==> config.mk <==
export PLATFORM = sky130hd
export DESIGN_NAME = dl_lshift_pipe
export DESIGN_NICKNAME = d
export VERILOG_FILES = /design/src/rtl/dl_lshift_pipe.sv
export SDC_FILE = /design/constraint.sdc
export NUM_CORES = 1
export LEC_CHECK = 0
export CELL_PAD_IN_SITES_DETAIL_PLACEMENT = 1
export CELL_PAD_IN_SITES_GLOBAL_PLACEMENT = 2
export CORE_MARGIN = 3
export CORE_UTILIZATION = 40
export CTS_CLUSTER_SIZE = 10
export DETAILED_ROUTE_END_ITERATION = 10
export GPL_TIMING_DRIVEN = 1
export PLACE_DENSITY_LB_ADDON = 0.1
export SKIP_CTS_REPAIR_TIMING = 1
export SLEW_MARGIN = 20
export SYNTH_ARGS = -nofsm -noshare
export SYNTH_HDL_FRONTEND = slang
export SYNTH_SLANG_ARGS = --single-unit
==> constraint.sdc <==
create_clock -name clk -period 6.1 [get_ports clk]
set_clock_uncertainty 0.05 [all_clocks]
set_input_delay 0.915 -clock clk [delete_from_list [all_inputs] [get_ports clk]]
set_output_delay 0.915 -clock clk [all_outputs]
set_load 0.05 [all_outputs]
==> src/rtl/dl_lshift_pipe.sv <==
// dl_lshift_pipe
//   Pipelined, elastic left shifter. One registered stage per shift-amount
//   bit: stage i shifts its incoming operand by 2**i when the corresponding
//   shamt bit is set. Valid/ready handshakes on both sides give one result per
//   cycle at full throughput, with bubble-collapsing backpressure.
//
//   Build option: define DL_LSHIFT_ROTATE_EN to add the sh_type port and per-stage
//   type registers (1 = rotate left, 0 = logical shift left). Without it the
//   block is a pure logical left shifter.
//
// Ports
//   clk        rising-edge clock
//   rst        asynchronous active-high reset
//   flush      synchronous clear of every in-flight item (wins over accept)
//   in_valid   operand present
//   in_ready   stage 0 can accept this cycle
//   in_data    operand, NUM_BITS wide
//   in_shamt   shift amount, NUM_SHIFT_BITS wide
//   sh_type    0 = shift left, 1 = rotate left (DL_LSHIFT_ROTATE_EN only)
//   out_valid  result present
//   out_ready  downstream accepts result
//   out_data   shifted result, held stable while out_valid & ~out_ready
module dl_lshift_pipe #(
  parameter  int unsigned NUM_BITS       = 32,
  localparam int unsigned NUM_SHIFT_BITS = $clog2(NUM_BITS)
) (
  input  logic                      clk,
  input  logic                      rst,
  input  logic                      flush,
  input  logic                      in_valid,
  output logic                      in_ready,
  input  logic [NUM_BITS-1:0]       in_data,
  input  logic [NUM_SHIFT_BITS-1:0] in_shamt,
`ifdef DL_LSHIFT_ROTATE_EN
  input  logic                      sh_type,
`endif
  output logic                      out_valid,
  input  logic                      out_ready,
  output logic [NUM_BITS-1:0]       out_data
);

  localparam int unsigned W    = NUM_BITS;
  localparam int unsigned S    = NUM_SHIFT_BITS;
  localparam int unsigned LAST = S - 1;

  // Stage registers. shamt_q holds the not-yet-consumed shift bits, realigned
  // so the next stage always tests bit 0.
  logic [S-1:0]  valid_q;
  logic [W-1:0]  data_q  [S];
  logic [S-1:0]  shamt_q [S];
`ifdef DL_LSHIFT_ROTATE_EN
  logic [S-1:0]  type_q;
`endif

  // Per-stage incoming contents and the shifted operand to be captured.
  logic [S-1:0]  stg_valid;
  logic [W-1:0]  stg_data    [S];
  logic [S-1:0]  stg_shamt   [S];
  logic [W-1:0]  stg_shifted [S];
`ifdef DL_LSHIFT_ROTATE_EN
  logic [S-1:0]  stg_type;
`endif

  logic [S-1:0]  adv;
  logic          accept;

  // Stage i may advance unless it and every stage after it are full and the
  // sink is stalling; flattened form of adv[i] = adv[i+1] | ~valid[i].
  for (genvar i = 0; i < S; i++) begin : g_adv
    assign adv[i] = out_ready | ~(&valid_q[S-1:i]);
  end

  assign in_ready  = adv[0];
  assign accept    = in_valid & in_ready;
  assign out_valid = valid_q[LAST];
  assign out_data  = data_q[LAST];

  // Stage input selection and fixed-distance shift/rotate.
  for (genvar i = 0; i < S; i++) begin : g_stage
    localparam int unsigned STEP = 32'd1 << i;

    if (i == 0) begin : g_first
      assign stg_valid[i] = accept;
      assign stg_data[i]  = in_data;
      assign stg_shamt[i] = in_shamt;
`ifdef DL_LSHIFT_ROTATE_EN
      assign stg_type[i]  = sh_type;
`endif
    end else begin : g_next
      assign stg_valid[i] = valid_q[i-1];
      assign stg_data[i]  = data_q[i-1];
      assign stg_shamt[i] = shamt_q[i-1];
`ifdef DL_LSHIFT_ROTATE_EN
      assign stg_type[i]  = type_q[i-1];
`endif
    end

`ifdef DL_LSHIFT_ROTATE_EN
    // Rotation re-inserts the bits pushed out of the MSB end at the LSB end.
    always_comb begin
      stg_shifted[i] = stg_data[i];
      if (stg_shamt[i][0]) begin
        if (stg_type[i]) begin
          stg_shifted[i] = (stg_data[i] << STEP) | (stg_data[i] >> (W - STEP));
        end else begin
          stg_shifted[i] = stg_data[i] << STEP;
        end
      end
    end
`else
    always_comb begin
      stg_shifted[i] = stg_data[i];
      if (stg_shamt[i][0]) begin
        stg_shifted[i] = stg_data[i] << STEP;
      end
    end
`endif
  end

  // Pipeline registers: flush drops all items, otherwise each stage loads when
  // it may advance and holds otherwise.
  always_ff @(posedge clk or posedge rst) begin
    if (rst) begin
      valid_q <= '0;
      for (int i = 0; i < S; i++) begin
        data_q[i]  <= '0;
        shamt_q[i] <= '0;
      end
`ifdef DL_LSHIFT_ROTATE_EN
      type_q  <= '0;
`endif
    end else begin
      for (int i = 0; i < S; i++) begin
        if (flush) begin
          valid_q[i] <= 1'b0;
        end else if (adv[i]) begin
          valid_q[i] <= stg_valid[i];
          data_q[i]  <= stg_shifted[i];
          shamt_q[i] <= stg_shamt[i] >> 1;
`ifdef DL_LSHIFT_ROTATE_EN
          type_q[i]  <= stg_type[i];
`endif
        end
      end
    end
  end

  // The final stage's control tail has no consumer.
  logic unused_tail;
`ifdef DL_LSHIFT_ROTATE_EN
  assign unused_tail = ^{shamt_q[LAST], type_q[LAST]};
`else
  assign unused_tail = ^shamt_q[LAST];
`endif

endmodule

==> results.ini, run 1 <==
[clocking]
clockBufferDepth = 2
clkTransAtPathRegs_ps = 60
cts_tree = built
clock-sinks = 175
cts-root-buf = clkbuf_16
clock_latency_ps = 420
htree_num_levels = 4
numCtsBuffers = 17

[yosys]
syn-num-nets = 714
synth_area_per_cell_um2 = 12.5
synth_top_cell_area_share_pct = 52.1
yosys_register_bits = 175
synth_top_area_cell = dfrtp_1
synth_cell_types = 20
ys_seq_area_share_pct = 52.1
netlist_area_mm2 = 0.00841
postSynthCellCount = 672
synth_area_leaders = dfrtp_1, mux2_2, o21ai_0
yosys_warnings = 0

[placement]
postPlaceCellArea_mm2 = 0.00911
dp_cells = 942
hpwl_um = 12300
gp_congestion = 0.746
port-buffer-count = 75

[detailed_routing]
first_pass_iters = 4
drt-initial-drc-count = 213
drc_errors = 0
wl_per_cell_um = 18.0
postRouteAntennaNets = 0
vias_per_cell = 5.18
vias = 5046
wl_um = 17500

[power]
vdd_ir_drop_max_v = 0.000200
p_leak_nw = 4.06
power.density_mw_per_mm2 = 370

[finish]
nets = 734
instances_no_fill = 975
finalInstanceArea_mm2 = 0.00970
drive_above_1_share_pct = 33.3
area.growth.synth_to_final_pct = 15.3
utilization_pct = 47.5
antennaDiodeCount = 0
final_cell_mix = mux2_2, dfrtp_1, o21ai_0
layout_commonest_cell = mux2_2
n_fill_cell = 2088

[critical_path]
critical_path_class = input port to primary output
cp.required_ps = 5130
arrival_ps = 3060
cp-start-kind = input port
r2r_cells = 4
crit_fanout = 38
reg2reg_setup_slack_ps = 3770
r2r-start = valid_q[3]
r2r-end = data_q[152]
cp-end-kind = primary output

[timing]
fmax_mhz = 248
rsz0062_at_grt = no
finalHoldViolations = 0
whs_ps = 440
setup_tns_ps = 0
finalMaxSlewViolations = 0
slew-limit-headroom_pct = 43.1
worstMarginPinSlew_ps = 853
setup_viol = 0
finalCriticalPeriod_ps = 4030
timing.final.crit_share_pct = 66.0

[min_path]
min_path_cells = 1
hp-start = shamt_q[23]
whs_endpoint = shamt_q[23]
hold_class = flip-flop to flip-flop

[floorplan]
core_mm2 = 0.0204
die_area_mm2 = 0.0228
dieWidth_um = 151
ios = 76
fp.dieH_um = 151
fp-row-count = 52
start_util_pct = 41.2

[status]
status = finished clean

[global_route]
grt_pass1_vias = 5385
grt_overflow = 0
antenna_found_initial = 0
grt_pass1_wl_um = 30000
grt_util_all_layers_pct = 16.8
grt_max_degree = 75

[run]
max_cap_viol_count = 0

logic make-up after synthesis:
logic type / after synthesis / synth area share (%)
muxes: 235 / 30.8
AOI/OAI and AO/OA: 134 / 8.34
buffers and inverters: 86 / 5.82
DFF: 175 / 52.1
and+or+nand+nor: 42 / 2.97
worst max-delay path, cell delays in order:
cell and delay, ps:
clkdlybuf4s50_1 440, and4b_2 760, nand3_1 190, clkdlybuf4s50_1 750
metal layers:
metal | part of all wire (%) | track usage [%] | vias up
met2 | 47 | 26.0 | 81
li1 | - | - | 2407
met1 | 50 | 24.0 | 2544
met4 | 1.1 | 4.35 | 0
met3 | 2.6 | 3.65 | 14
met5 | 0 | 0 | -
where the power goes:
part,internal [mW],switching (mW)
registers,1.42,0.214
clock network,0.572,0.465
logic,0.444,0.475
final cells by class:
| cell class | count | area, um2 | area share, % |
|---|---|---|---|
| Clock buffer | 18 | 439 | 4.53 |
| Clock inverter | 14 | 116 | 1.20 |
| Inverter | 2 | 12.5 | 0.129 |
| Multi-Input combinational cell | 411 | 3550 | 36.6 |
| Sequential cell | 175 | 4380 | 45.2 |
| Tap cell | 270 | 338 | 3.48 |
| Timing Repair Buffer | 85 | 861 | 8.88 |
worst max-delay path by stage:
stage	cells after the start	start	to	slack, ps
after floorplan	1	rst	data_q[100]	390
after global placement	4	out_ready	in_ready	1690
after detailed placement	4	out_ready	in_ready	2060
after CTS	4	out_ready	in_ready	2040
after global routing	4	out_ready	in_ready	1890
final	4	out_ready	in_ready	2070
sequential cells by signal, summed over array words and instances, names as in the netlist:
register	count
out_data	32
data_q	128
valid_q	5
shamt_q	10
metrics by stage:
step | worst slack [ps] | total power [mW]
floorplan | 390 | 2.34
global placement | 1690 | 2.56
detailed placement | 2060 | 2.59
CTS | 2040 | 3.65
global route | 1890 | 3.80
finish | 2070 | 3.59
Yosys cell counts:
cell	number
a21oi_1	3
a21oi_2	1
a21oi_4	1
a31oi_4	1
and4b_1	1
buf_2	4
buf_4	35
buf_6	4
clkbuf_1	41
dfrtp_1	175
inv_1	2
mux2_1	9
mux2_2	182
mux2i_1	44
nand2b_1	20
nand3_1	1
nor2_1	6
nor2b_1	12
o21ai_0	128
or2_2	2
(Power assumes the default switching activity.)
==> run 2, diff against run 1 <==
clock period = 3.9 ns   (was 6.1 ns; I/O delays follow)
==> results.ini, run 2 (synthesis gave the netlist of run 1 again) <==
[finish]
largest_register_ffs = 128  ; unchanged
regMostFlops = data_q
antennaDiodeCount = 0  ; unchanged
area.growth.synth_to_final_pct = 15.5
nets = 734  ; unchanged
final_cell_mix = mux2_2, dfrtp_1, o21ai_0
drive_above_1_share_pct = 33.2  ; -0.095 points
layout_commonest_cell = mux2_2

[power]
power_mw = 5.71  ; +59%
p_leak_nw = 4.07  ; +0.27%
power.density_mw_per_mm2 = 588  ; +59%
vdd_ir_drop_max_v = 0.000297  ; +48%

[clocking]
htree_num_levels = 4  ; unchanged
clock-sinks = 175  ; unchanged
clock_latency_ps = 420  ; about the same
clkTransAtPathRegs_ps = 60  ; about the same
cts-root-buf = clkbuf_16
clockBufferDepth = 2  ; unchanged
cts_tree = built
numCtsBuffers = 17  ; unchanged

[detailed_routing]
vias = 4991  ; -1.1%
wl_um = 17500  ; -0.21%
drt-initial-drc-count = 180  ; -15%
postRouteAntennaNets = 0  ; unchanged
drc_errors = 0  ; unchanged
first_pass_iters = 4  ; unchanged
wl_per_cell_um = 17.9  ; -0.11%
vias_per_cell = 5.12  ; -0.99%

[critical_path]
cp-end-kind = primary output
reg2reg_setup_slack_ps = 1790  ; -1980 ps
crit_fanout = 2  ; -95%
arrival_ps = 2200  ; -860 ps
cp-start-kind = input port
critPathMaxStageDelay_ps = 810  ; +50 ps
crit_top_cell = clkdlybuf4s50_1
critical_path_class = input port to primary output
path_cells = clkdlybuf4s50_1 > and4b_1 > nand3_1 > clkdlybuf4s50_1
cp.required_ps = 3260  ; -1870 ps
slowest_stage = clkdlybuf4s50_1

[timing]
rsz0062_at_grt = no
finalHoldViolations = 0  ; unchanged
setup_tns_ps = 0  ; unchanged
finalCriticalPeriod_ps = 2830
setup_viol = 0  ; unchanged
timing.final.crit_share_pct = 72.6
slew-limit-headroom_pct = 34.8  ; -8.3 points
worstMarginPinSlew_ps = 978  ; +125 ps
whs_ps = 455  ; +15.7 ps
fmax_mhz = 353
finalMaxSlewViolations = 0  ; unchanged

[floorplan]
die_area_mm2 = 0.0228  ; unchanged
dieWidth_um = 151  ; unchanged
core_mm2 = 0.0204  ; unchanged
fp-row-count = 52  ; unchanged
fp.dieH_um = 151  ; unchanged
start_util_pct = 41.2  ; unchanged
ios = 76  ; unchanged

[global_route]
antenna_found_initial = 0  ; unchanged
grt_pass1_wl_um = 29500  ; -1.5%
grt_overflow = 0  ; unchanged
grt_max_degree = 176  ; +130%
grt_pass1_vias = 5298  ; -1.6%
grt_util_all_layers_pct = 16.5  ; -0.24 points

[status]
status = finished clean

[placement]
port-buffer-count = 75  ; unchanged
gp_congestion = 0.721  ; -3.3%
hpwl_um = 11900  ; -2.8%

[min_path]
hold_class = flip-flop to flip-flop

[run]
max_cap_viol_count = 0  ; unchanged

## run 2: changes by cell type in the layout (fill, tap and decap cells not counted), sizes merged
| cell | previous run | this run |
|---|---|---|
| bufinv | 1 | 2 |
| inv | 5 | 1 |
| clkbuf | 18 | 22 |
| clkinv | 6 | 5 |
| clkinvlp | 4 | 3 |
## run 2: stage by stage
step	cell area, um2	utilization, %	setup WS [ps]	std cells
finish	9710	47.5	1070	974
global route	9710	47.5	1010	974
CTS	9710	47.5	1050	974
detailed placement	9110	44.6	1060	943
global placement	9110	44.6	1040	943
floorplan	8420	-	1030	672
## run 2: worst paths after layout
kind,to,startpoint,depth (start not counted)
setup / recovery,in_ready,out_ready,4
hold / removal,shamt_q[11],shamt_q[11],1
setup reg to reg,data_q[144],valid_q[3],5
hold reg to reg,shamt_q[11],shamt_q[11],1
max in group asynchronous,shamt_q[20],rst,3
min in group asynchronous,out_data[4],rst,3
## run 2: worst max-delay path, delay by kind of cell
kind / cells / cell delay (ps)
buf+inv: 2 / 1290
simple gates: 2 / 310
## run 2: routing by layer
layer | vias to the layer above | wire length (um) | global-route usage (%)
li1 | 2396 | - | -
met1 | 2495 | 8520 | 23.5
met2 | 84 | 8240 | 25.8
met3 | 16 | 539 | 3.80
met4 | 0 | 184 | 4.08
met5 | - | 0 | 0
## run 2: power by group
group	total (mW)	switching, mW	internal [mW]
Combinational	1.41	0.722	0.689
Sequential	2.58	0.358	2.22
Clock	1.72	0.694	1.02
## run 2: final cells by class
class / instances / area [um2]
clock buffers: 22 / 494
clock inverters: 9 / 108
fillers: 2085 / 10700
inverters: 2 / 11.3
multi-input cells: 411 / 3550
flip-flops and latches: 175 / 4380
well taps: 270 / 338
repair buffers: 85 / 833
==> run 3, diff against run 2 <==
CORE_UTILIZATION = 36   (was 40)
clock period = 2.57 ns   (was 3.9 ns; I/O delays follow)
==> results.ini, run 3 (synthesis gave the netlist of run 1 again) <==
[detailed_routing]
wl_um = 18000  ; +2.9%
vias_per_cell = 4.87  ; -5.0%
drt-initial-drc-count = 135  ; -25%
first_pass_iters = 4  ; unchanged
postRouteAntennaNets = 0  ; unchanged
wl_per_cell_um = 17.5  ; -2.3%
vias = 4988  ; -0.060%
drc_errors = 0  ; unchanged

[critical_path]
critical_path.top_delay_family = buffers and inverters
critPathBufInv = 2  ; unchanged
cp.required_ps = 2130  ; -1130 ps
startpoint = out_ready
r2r-start = valid_q[3]
critical_path_class = input port to primary output
reg2reg_setup_slack_ps = 650  ; -1140 ps
cp-start-kind = input port
r2r_cells = 3  ; -2
critPathMaxStageDelay_ps = 470  ; -340 ps
slowest_stage = and4b_1
cp-end-kind = primary output
arrival_ps = 1650  ; -550 ps
r2r-end = shamt_q[11]
crit_fanout = 5  ; +3
path_cells = clkdlybuf4s50_1 > and4b_1 > nand3_1 > buf_4

[clocking]
cts_tree = built
clock_latency_ps = 420  ; about the same
clkTransAtPathRegs_ps = 70  ; about the same
cts-root-buf = clkbuf_16
numCtsBuffers = 17  ; unchanged
clock-sinks = 175  ; unchanged
htree_num_levels = 4  ; unchanged
clockBufferDepth = 2  ; unchanged

[global_route]
grt_pass1_vias = 5489  ; +3.6%
grt_max_degree = 69  ; -61%
grt_overflow = 0  ; unchanged
antenna_found_initial = 0  ; unchanged
grt_util_all_layers_pct = 14.9  ; -1.7 points
grt_pass1_wl_um = 30700  ; +4.0%

[floorplan]
dieWidth_um = 159  ; +5.2%
fp-row-count = 55  ; +5.8%
core_mm2 = 0.0228  ; +11%
ios = 76  ; unchanged
fp.dieH_um = 159  ; +5.2%
die_area_mm2 = 0.0252  ; +11%
start_util_pct = 36.9  ; -4.2 points

[finish]
n_fill_cell = 2328  ; +12%
area.growth.synth_to_final_pct = 17.4
utilization_pct = 43.4  ; -4.2 points
drive_above_1_share_pct = 33.7  ; +0.47 points
instances_no_fill = 1025  ; +5.2%
largest_register_ffs = 128  ; unchanged
final_cell_mix = mux2_2, dfrtp_1, o21ai_0
antennaDiodeCount = 0  ; unchanged
layout_commonest_cell = mux2_2
regMostFlops = data_q
nets = 741  ; +0.95%

[power]
vdd_ir_drop_max_v = 0.000375  ; +26%
p_int_mw = 5.95  ; +51%
p_leak_nw = 4.12  ; +1.2%
switching_share_pct = 31.6  ; +0.51 points
pwr-share-seq_pct = 44.0  ; -1.2 points
p_switching_mw = 2.75  ; +55%
power.density_mw_per_mm2 = 881  ; +50%
power_mw = 8.70  ; +52%
combPwrFrac_pct = 26.0  ; +1.3 points
clkPwrFrac_pct = 30.1  ; about the same

[timing]
worstMarginPinSlew_ps = 534  ; -444 ps
slew-limit-headroom_pct = 64.4  ; +30 points
finalMaxSlewViolations = 0  ; unchanged
setup_viol = 0  ; unchanged
finalCriticalPeriod_ps = 2080
fmax_mhz = 480
setup_tns_ps = 0  ; unchanged
finalHoldViolations = 0  ; unchanged
timing.final.crit_share_pct = 81.1
rsz0062_at_grt = no
whs_ps = 206  ; -250 ps

[min_path]
hold_class = input port to flip-flop
whs_endpoint = valid_q[0]
min_path_cells = 2  ; +1
hp-start = flush

[placement]
port-buffer-count = 75  ; unchanged
dp_cells = 993  ; +5.3%
gp_congestion = 0.754  ; +4.6%
hpwl_um = 12800  ; +7.2%

[run]
max_cap_viol_count = 0  ; unchanged

[status]
status = finished clean

[run 3: cell types whose count changed in the layout (fill, tap and decap cells not counted)]
| cell | before | now |
|---|---|---|
| buf_12 | 1 | 6 |
| buf_4 | 9 | 12 |
| dfrtp_1 | 172 | 175 |
| dfrtp_2 | 3 | 0 |
| clkbuf_8 | 5 | 3 |
| clkinvlp_4 | 3 | 5 |
| clkdlybuf4s50_1 | 74 | 73 |
| clkinv_2 | 3 | 2 |
| clkinv_4 | 2 | 3 |
| inv_6 | 0 | 1 |
[run 3: worst max path at each step]
stage	to	slack, ps	cells after the start
after CTS	in_ready	470	4
after floorplan	data_q[100]	-100	1
after global routing	in_ready	410	4
final	in_ready	490	4
after global placement	shamt_q[11]	190	4
after detailed placement	shamt_q[11]	150	4
[run 3: through the flow]
step	setup WS, ps	cell area (um2)
2_1_floorplan	-104	8420
3_3_place_gp	193	9270
3_5_place_dp	152	9270
4_1_cts	472	9880
5_1_grt	413	9880
6_report	486	9880
[run 3: final cells by class]
class	count	area, um2	area share [%]
Sequential cell	175	4380	44.3
Multi-Input combinational cell	411	3550	35.9
Timing Repair Buffer	92	946	9.58
Clock buffer	20	467	4.73
Tap cell	313	392	3.97
Clock inverter	12	135	1.37
Inverter	2	11.3	0.114
[run 3: worst reg2reg max path, cell delays in order (launching register included)]
cell     delay (ps)
dfrtp_1         400
and4b_1         420
or2_2           530
mux2_2          410
[run 3: power by group through the flow]
| stage | Clock [mW] | Combinational [mW] | Sequential, mW |
|---|---|---|---|
| final | 2.62 | 2.26 | 3.83 |
| after global routing | 2.82 | 2.47 | 3.93 |
| after CTS | 2.70 | 2.30 | 3.85 |
| after detailed placement | 0 | 2.29 | 3.91 |
| after global placement | 0 | 2.25 | 3.87 |
| after floorplan | 0 | 1.88 | 3.67 |
[run 3: layer usage]
metal,vias to the layer above,routed length (um),part of all wire [%],global-route usage [%]
met5,-,0,0,0
met4,0,241,1.3,4.26
met1,2497,8980,50,21.0
li1,2405,-,-,-
met2,71,8340,46,23.4
met3,15,424,2.4,2.84
